$ cat src/rtl/adder_64bit_seq_ctrl_if.sv
// Operand/result handshake bundle for adder_64bit_seq_ctrl.
// Sub exists only when ADDSEQ_SUB_EN is defined.
interface adder_64bit_seq_ctrl_if #(
  parameter int WIDTH = 64
);
  logic             In_valid;
  logic             In_ready;
  logic [WIDTH-1:0] A;
  logic [WIDTH-1:0] B;
  logic             Cin;
`ifdef ADDSEQ_SUB_EN
  logic             Sub;
`endif
  logic             Out_valid;
  logic             Out_ready;
  logic [WIDTH-1:0] Sum;
  logic             Cout;
  logic             Ovf;
  logic             Busy;

`ifdef ADDSEQ_SUB_EN
  modport master (
    output In_valid, A, B, Cin, Sub, Out_ready,
    input  In_ready, Out_valid, Sum, Cout, Ovf, Busy
  );
  modport slave (
    input  In_valid, A, B, Cin, Sub, Out_ready,
    output In_ready, Out_valid, Sum, Cout, Ovf, Busy
  );
`else
  modport master (
    output In_valid, A, B, Cin, Out_ready,
    input  In_ready, Out_valid, Sum, Cout, Ovf, Busy
  );
  modport slave (
    input  In_valid, A, B, Cin, Out_ready,
    output In_ready, Out_valid, Sum, Cout, Ovf, Busy
  );
`endif
endinterface

$ cat src/rtl/adder_64bit_seq_ctrl.sv
// Byte-serial adder: one 8-bit slice reused over WIDTH/8 cycles.
// Optional subtract path enabled by defining ADDSEQ_SUB_EN.
module adder_8bit (
  input  logic [7:0] a,
  input  logic [7:0] b,
  input  logic       cin,
  output logic [7:0] sum,
  output logic       cout
);
  assign {cout, sum} = {1'b0, a} + {1'b0, b} + {8'b0, cin};
endmodule

module adder_64bit_seq_ctrl #(
  parameter int WIDTH = 64
) (
  input logic Clk,
  input logic Reset_n,
  adder_64bit_seq_ctrl_if.slave bus
);
  localparam int NSLICE = WIDTH / 8;
  localparam int IDXW = (NSLICE > 1) ? $clog2(NSLICE) : 1;

  typedef enum logic [1:0] {
    IDLE = 2'd0,
    RUN  = 2'd1,
    DONE = 2'd2
  } state_t;

  state_t           state_q, state_d;
  logic [WIDTH-1:0] a_q, a_d;
  logic [WIDTH-1:0] b_q, b_d;
  logic [WIDTH-1:0] sum_q, sum_d;
  logic [IDXW-1:0]  idx_q, idx_d;
  logic             carry_q, carry_d;
  logic             cout_q, cout_d;
  logic             ovf_q, ovf_d;

  logic             in_ready;
  logic             out_valid;
  logic             busy;
  logic             sub_in;
  logic [IDXW+2:0]  base;
  logic [7:0]       s_a;
  logic [7:0]       s_b;
  logic [7:0]       s_sum;
  logic             s_cout;
  logic             last;

`ifdef ADDSEQ_SUB_EN
  assign sub_in = bus.Sub;
`else
  assign sub_in = 1'b0;
`endif

  assign base = {idx_q, 3'b000};
  assign s_a  = a_q[base +: 8];
  assign s_b  = b_q[base +: 8];
  assign last = (idx_q == IDXW'(NSLICE - 1));

  adder_8bit u_slice (
    .a    (s_a),
    .b    (s_b),
    .cin  (carry_q),
    .sum  (s_sum),
    .cout (s_cout)
  );

  // State and datapath registers; reset aborts any operation in flight.
  always_ff @(posedge Clk or negedge Reset_n) begin
    if (!Reset_n) begin
      state_q <= IDLE;
      a_q     <= '0;
      b_q     <= '0;
      sum_q   <= '0;
      idx_q   <= '0;
      carry_q <= 1'b0;
      cout_q  <= 1'b0;
      ovf_q   <= 1'b0;
    end else begin
      state_q <= state_d;
      a_q     <= a_d;
      b_q     <= b_d;
      sum_q   <= sum_d;
      idx_q   <= idx_d;
      carry_q <= carry_d;
      cout_q  <= cout_d;
      ovf_q   <= ovf_d;
    end
  end

  // Next state, slice sequencing and handshake outputs.
  always_comb begin
    state_d   = state_q;
    a_d       = a_q;
    b_d       = b_q;
    sum_d     = sum_q;
    idx_d     = idx_q;
    carry_d   = carry_q;
    cout_d    = cout_q;
    ovf_d     = ovf_q;
    in_ready  = 1'b0;
    out_valid = 1'b0;
    busy      = 1'b0;
    unique case (state_q)
      IDLE: begin
        in_ready = 1'b1;
        if (bus.In_valid) begin
          state_d = RUN;
          a_d     = bus.A;
          b_d     = sub_in ? ~bus.B : bus.B;
          carry_d = sub_in ? 1'b1 : bus.Cin;
          idx_d   = '0;
          sum_d   = '0;
          cout_d  = 1'b0;
          ovf_d   = 1'b0;
        end
      end
      RUN: begin
        busy             = 1'b1;
        sum_d[base +: 8] = s_sum;
        carry_d          = s_cout;
        idx_d            = idx_q + IDXW'(1);
        if (last) begin
          state_d = DONE;
          idx_d   = '0;
          cout_d  = s_cout;
          ovf_d   = (a_q[WIDTH-1] & b_q[WIDTH-1] & ~s_sum[7]) |
                    (~a_q[WIDTH-1] & ~b_q[WIDTH-1] & s_sum[7]);
        end
      end
      DONE: begin
        busy      = 1'b1;
        out_valid = 1'b1;
        if (bus.Out_ready) begin
          state_d = IDLE;
        end
      end
      default: begin
        state_d = IDLE;
      end
    endcase
  end

  assign bus.In_ready  = in_ready;
  assign bus.Out_valid = out_valid;
  assign bus.Busy      = busy;
  assign bus.Sum       = sum_q;
  assign bus.Cout      = cout_q;
  assign bus.Ovf       = ovf_q;
endmodule

$ cat src/flat_wrapper.sv
// flat-port wrapper written by rule: the top's interface ports become plain ports
module adder_64bit_seq_ctrl_flat 
#(
  parameter int WIDTH = 64
)
  (Clk, Reset_n, bus_In_valid, bus_A, bus_B, bus_Cin, bus_Out_ready, bus_In_ready, bus_Out_valid, bus_Sum, bus_Cout, bus_Ovf, bus_Busy);
  adder_64bit_seq_ctrl_if #(.WIDTH(WIDTH)) bus_i ();
  input logic Clk;
  input logic Reset_n;
  input wire logic [$bits(bus_i.In_valid)-1:0] bus_In_valid;
  input wire logic [$bits(bus_i.A)-1:0] bus_A;
  input wire logic [$bits(bus_i.B)-1:0] bus_B;
  input wire logic [$bits(bus_i.Cin)-1:0] bus_Cin;
  input wire logic [$bits(bus_i.Out_ready)-1:0] bus_Out_ready;
  output wire logic [$bits(bus_i.In_ready)-1:0] bus_In_ready;
  output wire logic [$bits(bus_i.Out_valid)-1:0] bus_Out_valid;
  output wire logic [$bits(bus_i.Sum)-1:0] bus_Sum;
  output wire logic [$bits(bus_i.Cout)-1:0] bus_Cout;
  output wire logic [$bits(bus_i.Ovf)-1:0] bus_Ovf;
  output wire logic [$bits(bus_i.Busy)-1:0] bus_Busy;
  assign bus_i.In_valid = bus_In_valid;
  assign bus_i.A = bus_A;
  assign bus_i.B = bus_B;
  assign bus_i.Cin = bus_Cin;
  assign bus_i.Out_ready = bus_Out_ready;
  assign bus_In_ready = bus_i.In_ready;
  assign bus_Out_valid = bus_i.Out_valid;
  assign bus_Sum = bus_i.Sum;
  assign bus_Cout = bus_i.Cout;
  assign bus_Ovf = bus_i.Ovf;
  assign bus_Busy = bus_i.Busy;
  adder_64bit_seq_ctrl #(.WIDTH(WIDTH)) u_core (.Clk(Clk), .Reset_n(Reset_n), .bus(bus_i));
endmodule
$ cat config.mk
export PLATFORM = sky130hd
export DESIGN_NAME = adder_64bit_seq_ctrl_flat
export DESIGN_NICKNAME = d
export VERILOG_FILES = /design/src/rtl/adder_64bit_seq_ctrl_if.sv /design/src/rtl/adder_64bit_seq_ctrl.sv /design/src/flat_wrapper.sv
export SDC_FILE = /design/constraint.sdc
export NUM_CORES = 1
export LEC_CHECK = 0
export ABC_AREA = 1
export CAP_MARGIN = 20
export CORE_MARGIN = 5
export CORE_UTILIZATION = 30
export CTS_CLUSTER_SIZE = 25
export DETAILED_ROUTE_END_ITERATION = 10
export PLACE_DENSITY = 0.62
export SLEW_MARGIN = 20
export SYNTH_ARGS = -nofsm -noshare
export SYNTH_HDL_FRONTEND = slang
export SYNTH_SLANG_ARGS = --single-unit
$ cat constraint.sdc
create_clock -name Clk -period 5.8 [get_ports Clk]
set_input_delay 0.58 -clock Clk [delete_from_list [all_inputs] [get_ports Clk]]
set_output_delay 0.58 -clock Clk [all_outputs]
set_load 0.02 [all_outputs]
### Word-level counts from Yosys, hierarchy flattened

Index checks and enable logic that the tools add are counted.

* register bits after elaboration: 200
* bits in latches: 0
* bits in writable memories: 0
* bits in read-only memories: 0
* input port bits: 133
* word-level logic and storage cells: 57
* memories: 0

* $add $sub $neg: 4
* multipliers: 0
* div/mod/pow operators: 0
* magnitude comparators: 0
* equality and inequality tests: 6
* shift-type cells: 4
* muxes and demuxes: 20
* bitwise gates (word level): 8
* reduce and logical (&&, ||, !) cells: 7

Operators by type and width (number)
* $pmux W64 S2: 1
* $shiftx A64 B7 Y8: 2
* $bwmux W64: 1
* $mux W64: 1
* $shift A8 B8 Y64 const A: 1
* $shiftx A8 B8 Y64: 1
* $add A8 B8 Y9: 1
* $add A9 B1 Y9: 1
* $neg A6 Y8: 1
* $mux W1: 7
* $mux W2: 3
* $mux W3: 2
* $pmux W1 S2: 3
* $pmux W2 S3: 1
* $pmux W3 S2: 1
* $reduce_and A3 Y1: 2
* $and A1 B1 Y1: 4
* $ne A2 B2 Y1 const B: 2
* $reduce_and A2 Y1: 2
* $add A3 B1 Y3 const B: 1
* $eq A3 B3 Y1 const B: 1
* $not A1 Y1: 3
* $eq A2 B1 Y1 const B: 1
* $eq A2 B2 Y1 const B: 1
* 5 further kinds: 5

### Depth between registers and ports, before layout

* depth after elaboration: 8
* depth in mapped cells: 19

### Modules after synthesis

A second synthesis with hierarchy kept.

* cells, all modules: 1206
* area total of the unflattened synthesis: 9457.8 µm²

Modules (own cells, without submodules)
* adder_64bit_seq_ctrl: instances 1, cells each 1147, area each 9111.2 µm²
* adder_8bit: instances 1, cells each 59, area each 346.6 µm²

### Least setup slack after synthesis

OpenSTA, ideal clock, no wires.

* path kind: flip-flop to flip-flop
* start: reg u_core.idx_q[0]
* end: reg u_core.sum_q[52], in the netlist u_core.bus.Sum[52]
* library setup time: 140 ps
* data arrival time: 2559 ps
* path slack: 3101 ps
* cell stages (with the launch flop): 17
* buffers on the path: 2
* cells stage by stage: dfrtp_1 inv_1 buf_2 buf_2 nor2_1 o22ai_1 nand2_1 nand2_1 fa_1 inv_1 fa_1 inv_1 nand2_1 nand2_1 o21ai_0 xor2_1 o21ai_0

* longest elaborated chain between the ends: 6

Ends and longest elaborated chain
* start, declared: line adder_64bit_seq_ctrl.sv:33 `logic [IDXW-1:0] idx_q, idx_d;`
* start signal, assigned: line adder_64bit_seq_ctrl.sv:84 `idx_q <= idx_d;`
* $shiftx A64 B7 Y8 (on tied branches): line adder_64bit_seq_ctrl.sv:56, adder_64bit_seq_ctrl.sv:57
* $add A8 B8 Y9: line adder_64bit_seq_ctrl.sv:10 `assign {cout, sum} = {1'b0, a} + {1'b0, b} + {8'b0, cin};`
* $add A9 B1 Y9: line adder_64bit_seq_ctrl.sv:10
* $shiftx A8 B8 Y64: line adder_64bit_seq_ctrl.sv:120 `sum_d[base +: 8] = s_sum;`
* $bwmux W64 *: line adder_64bit_seq_ctrl.sv:120
* $pmux W64 S2 *: line adder_64bit_seq_ctrl.sv:104 `unique case (state_q)`
* end signal, assigned: line adder_64bit_seq_ctrl.sv:83 `sum_q <= sum_d;`
* end, declared: line adder_64bit_seq_ctrl.sv:32 `logic [WIDTH-1:0] sum_q, sum_d;`

Every way passes the cells marked *; elsewhere a longest branch is shown, timed or not.
A chain may end at the register's enable or synchronous reset.

### Final worst setup path

Same ends and word-level chain as after synthesis.

==> flow_metrics.tcl <==
set metrics [dict create \
    vdd_drop_max_mv 0.4818 \
    port-buffer-count 201 \
    dp_hpwl_mm 19.07 \
    die-area_um2 33850 \
    postCtsHoldBufs 0 \
    fin_util_pct 40.35 \
    grt_setup_unrepaired "no" \
    gp_congestion 0.8283 \
    netlist_area_um2 9081 \
    cts_resized 0 \
    async_reset_ff_share_pct 100.0 \
    synth_flop_cell "dfrtp_1" \
    avgSynthCellArea_um2 10.39 \
    drc_errors 0 \
    design_area_um2 12020 \
    drt_pass1_iterations 4 \
    p_leak_nw 5.133 \
    whs_ps 196.8 \
    cts_max_level 4 \
    grt_usage_pct 15.45 \
    core_um2 29800 \
    yosysSeqAreaShare_pct 55.11 \
    hold_class "primary input to asynchronous set/reset pin" \
    path_max_fanout 69 \
    drt_iter0_drc 501 \
    max_freq_ghz 0.2622 \
    synth_edf_count 0 \
    synthesis.nets 1023 \
    ys_ff_latch 200 \
    ys_warn_count 0 \
    grt_remaining_overflow 0 \
    clk_pin_slew_worst_paths_ps 80 \
    cts.sinks 200 \
    grt_pass1_wl_mm 40.65 \
    num_vias 7048 \
    cts_tree "built" \
    seq_area_um2 5006 \
    status "completed" \
    fin_crit_sh_pct 65.75 \
    cts_buffer_depth 2 \
    wl_per_cell_um 17.96 \
    worst_pin_slew_ps 982.6 \
    cp.required_ps 6090 \
    antenna_found_initial 1 \
    slew_headroom_pct 34.49 \
    finalMaxSlewViolations 0 \
    setup_tns_ps 0 \
    antenna_left 0 \
    crit_type "register to register" \
    worst_skew_pair.late_latency_ps 430 \
    die_y_um 184.0 \
    startpoint_type "register" \
    netlist-cell-type-count 30 \
    fin_crit_ps 3814 \
    grt_pass1_vias 7166 \
    nFillCells 2918 \
    start_util_pct 30.48 \
    clock_skew_ps 14.05 \
    setup_viol 0 \
    die_w_um 184.0 \
    drv_cap 0 \
    multiInputGateArea_um2 3734 \
    r2r_slack_ps 1990 \
    post_cts_buffers 0 \
    netlist_instances 874 \
    routed_wl_mm 26.27 \
    pin_count 202 \
    worstPathArrival_ps 4100 \
    area.growth.synth_to_final_pct 32.41 \
    drive_above_1_share_pct 16.87 \
    p_per_area_nw_per_um2 589.9 \
    viasPerCell 4.817 \
    ctsRootBufferMaster "clkbuf_16" \
    diodes 0 \
    final_net_count 1210 \
    grt_max_degree 91 \
    cp-end-kind "register" \
    row_count 63 \
    hold_viol 0 \
    dpl-instance-area_um2 11450 \
    cts_buffers 17 \
]
through the flow:
| stage | setup slack [ps] | power (mW) | instances |
|---|---|---|---|
| floorplan | 3101 | 4.640 | 874 |
| global placement | 1787 | 5.938 | 1431 |
| detailed placement | 1701 | 6.009 | 1431 |
| CTS | 1697 | 7.160 | 1462 |
| global route | 1674 | 7.657 | 1463 |
| finish | 1986 | 7.092 | 1463 |
registers in the layout, summed over array words and instances, names as in the netlist:
| signal | count |
|---|---|
| u_core.a_q | 64 |
| u_core.b_q | 64 |
| u_core.bus.Cout | 1 |
| u_core.bus.Ovf | 1 |
| u_core.bus.Sum | 64 |
| u_core.carry_q | 1 |
| u_core.idx_q | 3 |
| u_core.state_q | 2 |
Yosys cell counts (2+ instances only):
cell type / n / area share, %
or2_2: 3 / 0.21
nand2_1: 153 / 6.3
fa_1: 2 / 0.44
xor2_1: 2 / 0.19
o211ai_1: 4 / 0.33
inv_1: 41 / 1.7
dfrtp_1: 200 / 55
nand3_1: 16 / 0.88
a21oi_1: 9 / 0.50
ha_1: 14 / 1.9
clkbuf_1: 15 / 0.62
mux2_2: 128 / 16
inv_2: 2 / 0.083
o22ai_1: 39 / 2.7
o21ai_1: 10 / 0.55
o21ai_0: 119 / 6.6
buf_2: 23 / 1.3
nor2_1: 81 / 3.3
o31ai_1: 2 / 0.17
final timing paths:
kind | start | cells after the start | endpoint
setup / recovery | u_core.idx_q[0] | 14 | u_core.bus.Sum[52]
hold / removal | Reset_n | 1 | u_core.bus.Sum[57]
setup reg to reg | u_core.idx_q[0] | 14 | u_core.bus.Sum[52]
hold reg to reg | u_core.bus.Sum[26] | 2 | u_core.bus.Sum[26]
max in group asynchronous | Reset_n | 2 | u_core.idx_q[0]
min in group Clk | u_core.bus.Sum[26] | 2 | u_core.bus.Sum[26]
cells by family (layout without fill, tap and decap cells):
logic type	after synthesis	in the layout	share of synthesized area, %
compound gates	186	186	11.15
xor+xnor	3	3	0.2894
fa+ha+maj	16	16	2.370
buf+inv	83	282	3.858
flops	200	200	55.11
mux	128	128	15.87
simple gates	258	258	11.35
per-layer routing:
metal  vias up  global-route usage, %  part of all wire, %  routed length [µm]
met5         -                      0                0.049                  13
met4         2                  3.194                  1.3                 353
met3        24                  4.709                  7.0                1847
met2       212                  24.94                   48               12540
met1      3444                  20.68                   44               11520
li1       3366                      -                    -                   -
report_power, final:
part | total (mW) | leakage, nW | internal, mW | switching, mW
combinational | 3.68 | 2.37 | 1.37 | 2.31
clock | 1.14 | 0.263 | 0.573 | 0.564
sequential | 2.27 | 2.50 | 1.96 | 0.319
total | 7.09 | 5.13 | 3.90 | 3.20
cell type report:
type	instances	share of cell area, %
clock inverters	13	0.9990
well taps	390	4.058
repair buffers	207	17.20
inverters	44	1.405
clock buffers	18	3.652
flip-flops and latches	200	41.63
multi-input cells	591	31.05
placed cells by master (no fill, tap or decap), types with 2 or more instances in the layout:
cell | synthesis | layout
inv_2 | 2 | 2
nand3_1 | 16 | 16
o21ai_0 | 119 | 119
ha_1 | 14 | 14
nor2_1 | 81 | 81
mux2_2 | 128 | 128
xor2_1 | 2 | 2
clkdlybuf4s50_1 | 0 | 200
inv_8 | 0 | 3
clkinvlp_4 | 0 | 4
o22ai_1 | 39 | 39
o211ai_1 | 4 | 4
clkbuf_8 | 0 | 2
o31ai_1 | 2 | 2
clkbuf_16 | 0 | 17
clkinv_2 | 0 | 2
dfrtp_1 | 200 | 199
clkinv_4 | 0 | 3
inv_1 | 41 | 40
nand2_1 | 153 | 152
fa_1 | 2 | 2
buf_4 | 0 | 5
o21ai_1 | 10 | 10
or2_2 | 3 | 3
a21oi_1 | 9 | 9
critical path, stage by stage, from the launching register on:
cell and delay [ps]:
dfrtp_2 370, clkinv_2 640, o21ai_0 450, o22ai_1 120, nand2_1 80, nand2_1 90, fa_1 430, inv_1 90
fa_1 210, inv_1 50, nand2_1 50, nand2_1 60, o21ai_0 140, xor2_1 670, o21ai_0 190
Note: power is estimated with default switching activity, not from simulation.
